===== src/rtl/decode_stage_if.sv =====
// decode_stage_if: fetch, register-file, writeback and execute-side signals of the decode stage.
interface decode_stage_if;
    logic        in_valid, in_ready;
    logic [31:0] in_instr, in_pc;
    logic [4:0]  rf_addr1, rf_addr2;
    logic [31:0] rf_read_data1, rf_read_data2;
    logic        wb_valid;
    logic [4:0]  wb_rd;
    logic [31:0] wb_data;
    logic        out_valid, out_ready;
    logic [31:0] out_pc, out_rs1_val, out_rs2_val, out_imm;
    logic [4:0]  out_rd;
    logic [6:0]  out_opcode, out_funct7;
    logic [2:0]  out_funct3;
    logic        out_reg_write, out_illegal;
    modport master (
        output in_valid, in_instr, in_pc, rf_read_data1, rf_read_data2, wb_valid, wb_rd, wb_data, out_ready,
        input  in_ready, rf_addr1, rf_addr2, out_valid, out_pc, out_rs1_val, out_rs2_val, out_imm,
               out_rd, out_opcode, out_funct3, out_funct7, out_reg_write, out_illegal
    );
    modport slave (
        input  in_valid, in_instr, in_pc, rf_read_data1, rf_read_data2, wb_valid, wb_rd, wb_data, out_ready,
        output in_ready, rf_addr1, rf_addr2, out_valid, out_pc, out_rs1_val, out_rs2_val, out_imm,
               out_rd, out_opcode, out_funct3, out_funct7, out_reg_write, out_illegal
    );
endinterface


===== src/rtl/decode_stage.sv =====
// decode_stage: RV32I decode with register-file bypass, busy scoreboard and a one-entry output register.
module decode_stage (
    input logic     clk,
    input logic     reset,
    decode_stage_if.slave d
);
    logic [31:0] instr, imm, busy, rs1_val, rs2_val, set_mask, clr_mask;
    logic [6:0]  op;
    logic [4:0]  rs1, rs2, rd;
    logic is_r, is_i, is_ld, is_st, is_br, is_lui, is_aui, is_jal, is_jalr, legal;
    logic use1, use2, reg_write, hit1, hit2, hit_rd, hazard, accept;
    assign instr   = d.in_instr;
    assign op      = instr[6:0];
    assign rd      = instr[11:7];
    assign rs1     = instr[19:15];
    assign rs2     = instr[24:20];
    assign is_r    = op == 7'b0110011;
    assign is_i    = op == 7'b0010011;
    assign is_ld   = op == 7'b0000011;
    assign is_st   = op == 7'b0100011;
    assign is_br   = op == 7'b1100011;
    assign is_lui  = op == 7'b0110111;
    assign is_aui  = op == 7'b0010111;
    assign is_jal  = op == 7'b1101111;
    assign is_jalr = op == 7'b1100111;
    assign legal   = is_r | is_i | is_ld | is_st | is_br | is_lui | is_aui | is_jal | is_jalr;
    assign use1    = is_r | is_i | is_ld | is_st | is_br | is_jalr;
    assign use2    = is_r | is_st | is_br;
    assign reg_write = (is_r | is_i | is_ld | is_lui | is_aui | is_jal | is_jalr) & (rd != 5'd0);
    assign imm = (is_i | is_ld | is_jalr) ? {{20{instr[31]}}, instr[31:20]} :
                 is_st ? {{20{instr[31]}}, instr[31:25], instr[11:7]} :
                 is_br ? {{19{instr[31]}}, instr[31], instr[7], instr[30:25], instr[11:8], 1'b0} :
                 (is_lui | is_aui) ? {instr[31:12], 12'd0} :
                 is_jal ? {{11{instr[31]}}, instr[31], instr[19:12], instr[20], instr[30:21], 1'b0} : 32'd0;
    assign d.rf_addr1 = rs1;
    assign d.rf_addr2 = rs2;
    assign hit1    = d.wb_valid & (d.wb_rd == rs1);
    assign hit2    = d.wb_valid & (d.wb_rd == rs2);
    assign hit_rd  = d.wb_valid & (d.wb_rd == rd);
    assign rs1_val = (rs1 == 5'd0) ? 32'd0 : hit1 ? d.wb_data : d.rf_read_data1;
    assign rs2_val = (rs2 == 5'd0) ? 32'd0 : hit2 ? d.wb_data : d.rf_read_data2;
    // a writeback landing this cycle resolves the dependency, so it does not stall
    assign hazard  = d.in_valid & ((use1 & busy[rs1] & ~hit1) | (use2 & busy[rs2] & ~hit2) |
                                   (reg_write & busy[rd] & ~hit_rd));
    assign d.in_ready = (~d.out_valid | d.out_ready) & ~hazard & ~reset;
    assign accept   = d.in_valid & d.in_ready;
    assign set_mask = (accept & reg_write) ? (32'd1 << rd) : 32'd0;
    assign clr_mask = d.wb_valid ? (32'd1 << d.wb_rd) : 32'd0;
    always_ff @(posedge clk) begin
        if (reset) busy <= 32'd0;
        else busy <= ((busy & ~clr_mask) | set_mask) & ~32'd1;
    end
    always_ff @(posedge clk) begin
        if (reset) begin
            d.out_valid     <= 1'b0;
            d.out_pc        <= 32'd0;
            d.out_rs1_val   <= 32'd0;
            d.out_rs2_val   <= 32'd0;
            d.out_imm       <= 32'd0;
            d.out_rd        <= 5'd0;
            d.out_opcode    <= 7'd0;
            d.out_funct3    <= 3'd0;
            d.out_funct7    <= 7'd0;
            d.out_reg_write <= 1'b0;
            d.out_illegal   <= 1'b0;
        end else if (accept) begin
            d.out_valid     <= 1'b1;
            d.out_pc        <= d.in_pc;
            d.out_rs1_val   <= rs1_val;
            d.out_rs2_val   <= rs2_val;
            d.out_imm       <= imm;
            d.out_rd        <= rd;
            d.out_opcode    <= op;
            d.out_funct3    <= instr[14:12];
            d.out_funct7    <= instr[31:25];
            d.out_reg_write <= reg_write;
            d.out_illegal   <= ~legal;
        end else if (d.out_ready) begin
            d.out_valid     <= 1'b0;
        end
    end
endmodule


===== src/flat_wrapper.sv =====
// flat-port wrapper written by rule: the top's interface ports become plain ports
module decode_stage_flat 
  (clk, reset, d_in_valid, d_in_instr, d_in_pc, d_rf_read_data1, d_rf_read_data2, d_wb_valid, d_wb_rd, d_wb_data, d_out_ready, d_in_ready, d_rf_addr1, d_rf_addr2, d_out_valid, d_out_pc, d_out_rs1_val, d_out_rs2_val, d_out_imm, d_out_rd, d_out_opcode, d_out_funct3, d_out_funct7, d_out_reg_write, d_out_illegal);
  decode_stage_if d_i ();
  input logic clk;
  input logic reset;
  input wire logic [$bits(d_i.in_valid)-1:0] d_in_valid;
  input wire logic [$bits(d_i.in_instr)-1:0] d_in_instr;
  input wire logic [$bits(d_i.in_pc)-1:0] d_in_pc;
  input wire logic [$bits(d_i.rf_read_data1)-1:0] d_rf_read_data1;
  input wire logic [$bits(d_i.rf_read_data2)-1:0] d_rf_read_data2;
  input wire logic [$bits(d_i.wb_valid)-1:0] d_wb_valid;
  input wire logic [$bits(d_i.wb_rd)-1:0] d_wb_rd;
  input wire logic [$bits(d_i.wb_data)-1:0] d_wb_data;
  input wire logic [$bits(d_i.out_ready)-1:0] d_out_ready;
  output wire logic [$bits(d_i.in_ready)-1:0] d_in_ready;
  output wire logic [$bits(d_i.rf_addr1)-1:0] d_rf_addr1;
  output wire logic [$bits(d_i.rf_addr2)-1:0] d_rf_addr2;
  output wire logic [$bits(d_i.out_valid)-1:0] d_out_valid;
  output wire logic [$bits(d_i.out_pc)-1:0] d_out_pc;
  output wire logic [$bits(d_i.out_rs1_val)-1:0] d_out_rs1_val;
  output wire logic [$bits(d_i.out_rs2_val)-1:0] d_out_rs2_val;
  output wire logic [$bits(d_i.out_imm)-1:0] d_out_imm;
  output wire logic [$bits(d_i.out_rd)-1:0] d_out_rd;
  output wire logic [$bits(d_i.out_opcode)-1:0] d_out_opcode;
  output wire logic [$bits(d_i.out_funct3)-1:0] d_out_funct3;
  output wire logic [$bits(d_i.out_funct7)-1:0] d_out_funct7;
  output wire logic [$bits(d_i.out_reg_write)-1:0] d_out_reg_write;
  output wire logic [$bits(d_i.out_illegal)-1:0] d_out_illegal;
  assign d_i.in_valid = d_in_valid;
  assign d_i.in_instr = d_in_instr;
  assign d_i.in_pc = d_in_pc;
  assign d_i.rf_read_data1 = d_rf_read_data1;
  assign d_i.rf_read_data2 = d_rf_read_data2;
  assign d_i.wb_valid = d_wb_valid;
  assign d_i.wb_rd = d_wb_rd;
  assign d_i.wb_data = d_wb_data;
  assign d_i.out_ready = d_out_ready;
  assign d_in_ready = d_i.in_ready;
  assign d_rf_addr1 = d_i.rf_addr1;
  assign d_rf_addr2 = d_i.rf_addr2;
  assign d_out_valid = d_i.out_valid;
  assign d_out_pc = d_i.out_pc;
  assign d_out_rs1_val = d_i.out_rs1_val;
  assign d_out_rs2_val = d_i.out_rs2_val;
  assign d_out_imm = d_i.out_imm;
  assign d_out_rd = d_i.out_rd;
  assign d_out_opcode = d_i.out_opcode;
  assign d_out_funct3 = d_i.out_funct3;
  assign d_out_funct7 = d_i.out_funct7;
  assign d_out_reg_write = d_i.out_reg_write;
  assign d_out_illegal = d_i.out_illegal;
  decode_stage u_core (.clk(clk), .reset(reset), .d(d_i));
endmodule

===== config.mk =====
export PLATFORM = sky130hd
export DESIGN_NAME = decode_stage_flat
export DESIGN_NICKNAME = d
export VERILOG_FILES = /design/src/rtl/decode_stage_if.sv /design/src/rtl/decode_stage.sv /design/src/flat_wrapper.sv
export SDC_FILE = /design/constraint.sdc
export NUM_CORES = 1
export LEC_CHECK = 0
export ABC_AREA = 1
export BUFFER_PORTS_ARGS = -buffer_cell sky130_fd_sc_hd__buf_2
export CAP_MARGIN = 20
export CORE_UTILIZATION = 46
export CTS_CLUSTER_SIZE = 40
export DETAILED_ROUTE_END_ITERATION = 12
export PLACE_DENSITY_LB_ADDON = 0.25
export SYNTH_ARGS = -nofsm -noshare
export SYNTH_HDL_FRONTEND = slang
export SYNTH_SLANG_ARGS = --single-unit

===== constraint.sdc =====
create_clock -name clk -period 1.8 [get_ports clk]
set_clock_uncertainty 0.05 [all_clocks]
set_input_delay 0 -clock clk [delete_from_list [all_inputs] [get_ports clk]]
set_output_delay 0 -clock clk [all_outputs]
set_load 0.01 [all_outputs]

==> flow_summary.toml, run 1 <==
[logic_synthesis]
ys_seq_area_share_pct = 36.8
synth-main-ff-cell = "dfxtp_1"
synth_edf_count = 0
yosys.area.top_type = "dfxtp_1"
synth_cell_types = 35
synth_common_cells = "nand2_1 (304), a21oi_1 (242), inv_1 (210), dfxtp_1 (184), nor2_1 (161)"
synth.area.top_cells = "dfxtp_1 (37%), a21oi_1 (12%), nand2_1 (11%)"
synth-seq-cells = 184
synthArstFlopShare_pct = 0
synth.avg_cell_area_um2 = 6.34
syn_inst = 1577
syn-num-nets = 1747
synth_most_common_cell = "nand2_1"
netlist_area_um2 = 10000
synth_top_area_share_pct = 36.8
yosysWarnings = 0

[cts]
cts_buffers = 17
cts_sinks = 184
cts_max_path_buffers = 2
cts_root_buffer = "clkbuf_16"
htree_levels = 4

[status]
error = "[ERROR GRT-0232] Routing congestion too high. Check the congestion heatmap in the GUI."
haltStage = "global routing"
outcome = "aborted with a tool error"

[floorplanning]
io_pins = 334
num_rows = 53
die_y_um = 149
die_width_um = 149
initial_core_util_pct = 47.3

[place]
place_area_um2 = 12800
gp_congestion = 0.976
io_buffer_count = 333
hpwl_um = 28600

[grt]
grtUsageTotal_pct = 53.5
grt_overflow = 18
grt_max_degree = 72
-- routing by layer --
layer / GRT overflow / track usage, %
met5: 0 / 8.41
met3: 0 / 31.0
met4: 6 / 35.4
met1: 1 / 60.4
met2: 11 / 75.1
-- stage by stage --
step | std cells | TNS (ns) | utilization (%) | setup WS [ns]
after floorplan | 1577 | -0.0366 | - | -0.000733
after global placement | 2209 | -57.66 | 60.3 | -0.403
after detailed placement | 2209 | -60.02 | 60.3 | -0.434
after CTS | 2431 | -41.03 | 74.2 | -0.318
-- kinds of logic after synthesis --
family          share of synthesized area [%]
xor+xnor                               0.0876
flops                                    36.8
simple gates                             27.7
compound gates                           21.3
buf+inv                                  14.0
-- what timing repair did --
action | CTS
buffers inserted | 9
gates resized for setup | 128
gates cloned | 8
endpoints found under the hold margin | 134
endpoints found under the setup margin | 185
pin swaps | 11
hold buffers | 173
==> inputs of run 2 (changes only) <==
Settings changed: CORE_UTILIZATION 46 to 40, CTS_CLUSTER_SIZE 40 to default, PLACE_DENSITY_LB_ADDON 0.25 to 0.15.
Clock period 1.8 ns to 2.3 ns, I/O delays scaled along.
==> run 2 against run 1 <==
Compared with the run above: the flow now finishes without violations; synthesized cell count did not move; synthesized area stayed put.
==> flow_summary.toml, run 2 <==
[status]
outcome = "finished clean"

[layout]
postLayoutCellArea_um2 = 15100
layout_commonest_cell = "buf_2"
final_cells = 2448
fill_cells = 2314
most-common-layout-cells = "buf_2 (331), nand2_1 (304), a21oi_1 (241)"
final_nets = 2280
drive_gt1_share_pct = 26.1
area_delta_synth_final_pct = 51.2

[pwr]
irDropWorstVdd_mv = 0.483
p_total_w = 0.00839
p_leak_nw = 7.10
p_per_area_nw_per_um2 = 555

[logic_synthesis]
synth.avg_cell_area_um2 = 6.34
synth_most_common_cell = "nand2_1"
synth_common_cells = "nand2_1 (304), a21oi_1 (242), inv_1 (210), dfxtp_1 (184), nor2_1 (161)"
ys_seq_area_share_pct = 36.8
yosys.area.top_type = "dfxtp_1"
synth_top_area_share_pct = 36.8
syn_inst = 1577
synth_edf_count = 0
netlist_area_um2 = 10000
syn-num-nets = 1747
synth.area.top_cells = "dfxtp_1 (37%), a21oi_1 (12%), nand2_1 (11%)"
synth-main-ff-cell = "dfxtp_1"
yosysWarnings = 0
synth_cell_types = 35
synthArstFlopShare_pct = 0
synth-seq-cells = 184

[floorplanning]
core_area_um2 = 24400
die_y_um = 160
initial_core_util_pct = 41.0
num_rows = 57
die_width_um = 160
fp.dieArea_um2 = 25600
io_pins = 334

[setup_path]
critPathSlowestCell = "dfxtp_2"
worst-path-buf-inv = 2
cp.arrival_ns = 2.52
cp_max_fo = 16
cp.required_ns = 2.57
critPathKind = "flop to flop"
endpoint_kind = "flop"
cp_slowest_stage_delay_ns = 0.34
crit_top_cell = "nand3_1"
cpLargestDelayFamily = "simple AND/OR/NAND/NOR gates"
start_kind = "flop"
crit_chain = "o211ai_1 > nand3_1 > nand3_1 > nand3_1 > nand3_2 > nand2_4 > nor2_8 > nand3_4 > buf_4 > clkbuf_16 > o21ai_0 > a21oi_1"

[sta]
hold_ws_ns = 0.0157
relSlewSlack_pct = 53.3
fmax_mhz = 444
finalCritPeriodShare_pct = 97.9
finalSetupViolations = 0
period_needed_ns = 2.25
hold_viol = 0
slew_viol_final = 0
finalSetupTns_ns = 0
timing_worst_slew_pin_value_ns = 0.698
grt_setup_unrepaired = "true"

[routing]
wl_um = 43500
first_iter_violations = 1231
drc = 0
wl_per_cell_um = 17.8
dr.pass1.iters = 5
via_per_inst = 5.25
final_antenna_net_count = 0
vias = 12800

[cts]
clk_latency_ns = 0.44
cts_root_buffer = "clkbuf_16"
cts_tree = "done"
clk_pin_slew_ns = 0.08
cts_sinks = 184
cts_buffers = 17
cts_max_path_buffers = 2
htree_levels = 4

[flow_run]
maxCapViolCount = 0

[place]
place_area_um2 = 12500
placed_cells = 2229
hpwl_um = 29400
gp_congestion = 0.949
io_buffer_count = 333

[grt]
grt_overflow = 0
grt_pass1_vias = 12000
antenna_found_initial = 2
grtUsageTotal_pct = 32.7
grt_max_degree = 62
grt_pass1_wl_um = 65900

[min_path]
worst_hold_path_type = "input port to flop"
[run 2: path summary, 6_finish.rpt]
kind	from	depth (start not counted)	end	slack, ns
setup / recovery	u_core.busy[28]	12	u_core.d.out_funct3[2]	0.05
hold / removal	d_wb_data[9]	5	u_core.d.out_rs2_val[9]	0.02
setup reg to reg	u_core.busy[28]	12	u_core.d.out_funct3[2]	0.05
hold reg to reg	u_core.d.out_rs1_val[17]	2	u_core.d.out_rs1_val[17]	0.39
[run 2: what timing repair did]
| item | 4_1_cts | 5_1_grt |
|---|---|---|
| hold buffers | 173 | 0 |
| endpoints found under the setup margin | 0 | 126 |
| resized for setup | 0 | 69 |
| setup buffers | 0 | 10 |
| hold endpoints to repair | 134 | 0 |
[run 2: report_power, final]
| part | total [W] | internal (W) | leakage, nW | switching, W |
|---|---|---|---|---|
| logic | 0.00197 | 0.000867 | 5.31 | 0.00110 |
| registers | 0.00347 | 0.00337 | 1.51 | 0.0000921 |
| clock network | 0.00296 | 0.00147 | 0.278 | 0.00149 |
| total | 0.00839 | 0.00571 | 7.10 | 0.00269 |
[run 2: cell families after synthesis]
logic type | after synthesis | synth area share (%)
flops | 184 | 36.8
xor+xnor | 1 | 0.0876
simple gates | 637 | 27.7
buf+inv | 343 | 14.0
compound gates | 412 | 21.3
[run 2: final cells by class]
class / instances / area (um2) / share of cell area [%]
clock buffer: 18 / 439 / 2.91
inverter: 220 / 835 / 5.52
antenna: 2 / 5.00 / 0.0331
timing repair buffer: 636 / 4610 / 30.5
tap: 324 / 405 / 2.68
multi-input combinational: 1051 / 5000 / 33.1
sequential: 184 / 3690 / 24.4
clock inverter: 13 / 130 / 0.861
[run 2: per-layer routing]
layer  vias up  GRT usage (%)  part of all wire [%]
met1      5809           41.1                    40
met3       140           5.71                   8.4
met5         -              0                     0
li1       6205              -                     -
met2       694           53.9                    47
met4         0           15.8                   4.6
[run 2: worst reg2reg max path, delay by kind of cell, from the launching register on]
kind	cells	cell delay [ns]
AO/OA/AOI/OAI	3	0.59
buffers and inverters	2	0.38
flip-flops	1	0.34
AND/OR/NAND/NOR	7	0.79
[run 2: through the flow]
stage | utilization (%) | worst slack [ns]
CTS | 60.7 | 0.00586
finish | 62.0 | 0.0473
floorplan | - | 0.375
detailed placement | 51.2 | -0.0515
global placement | 51.2 | -0.0508
global route | 62.0 | -0.0104
Note: power is estimated with default switching activity, not from simulation.
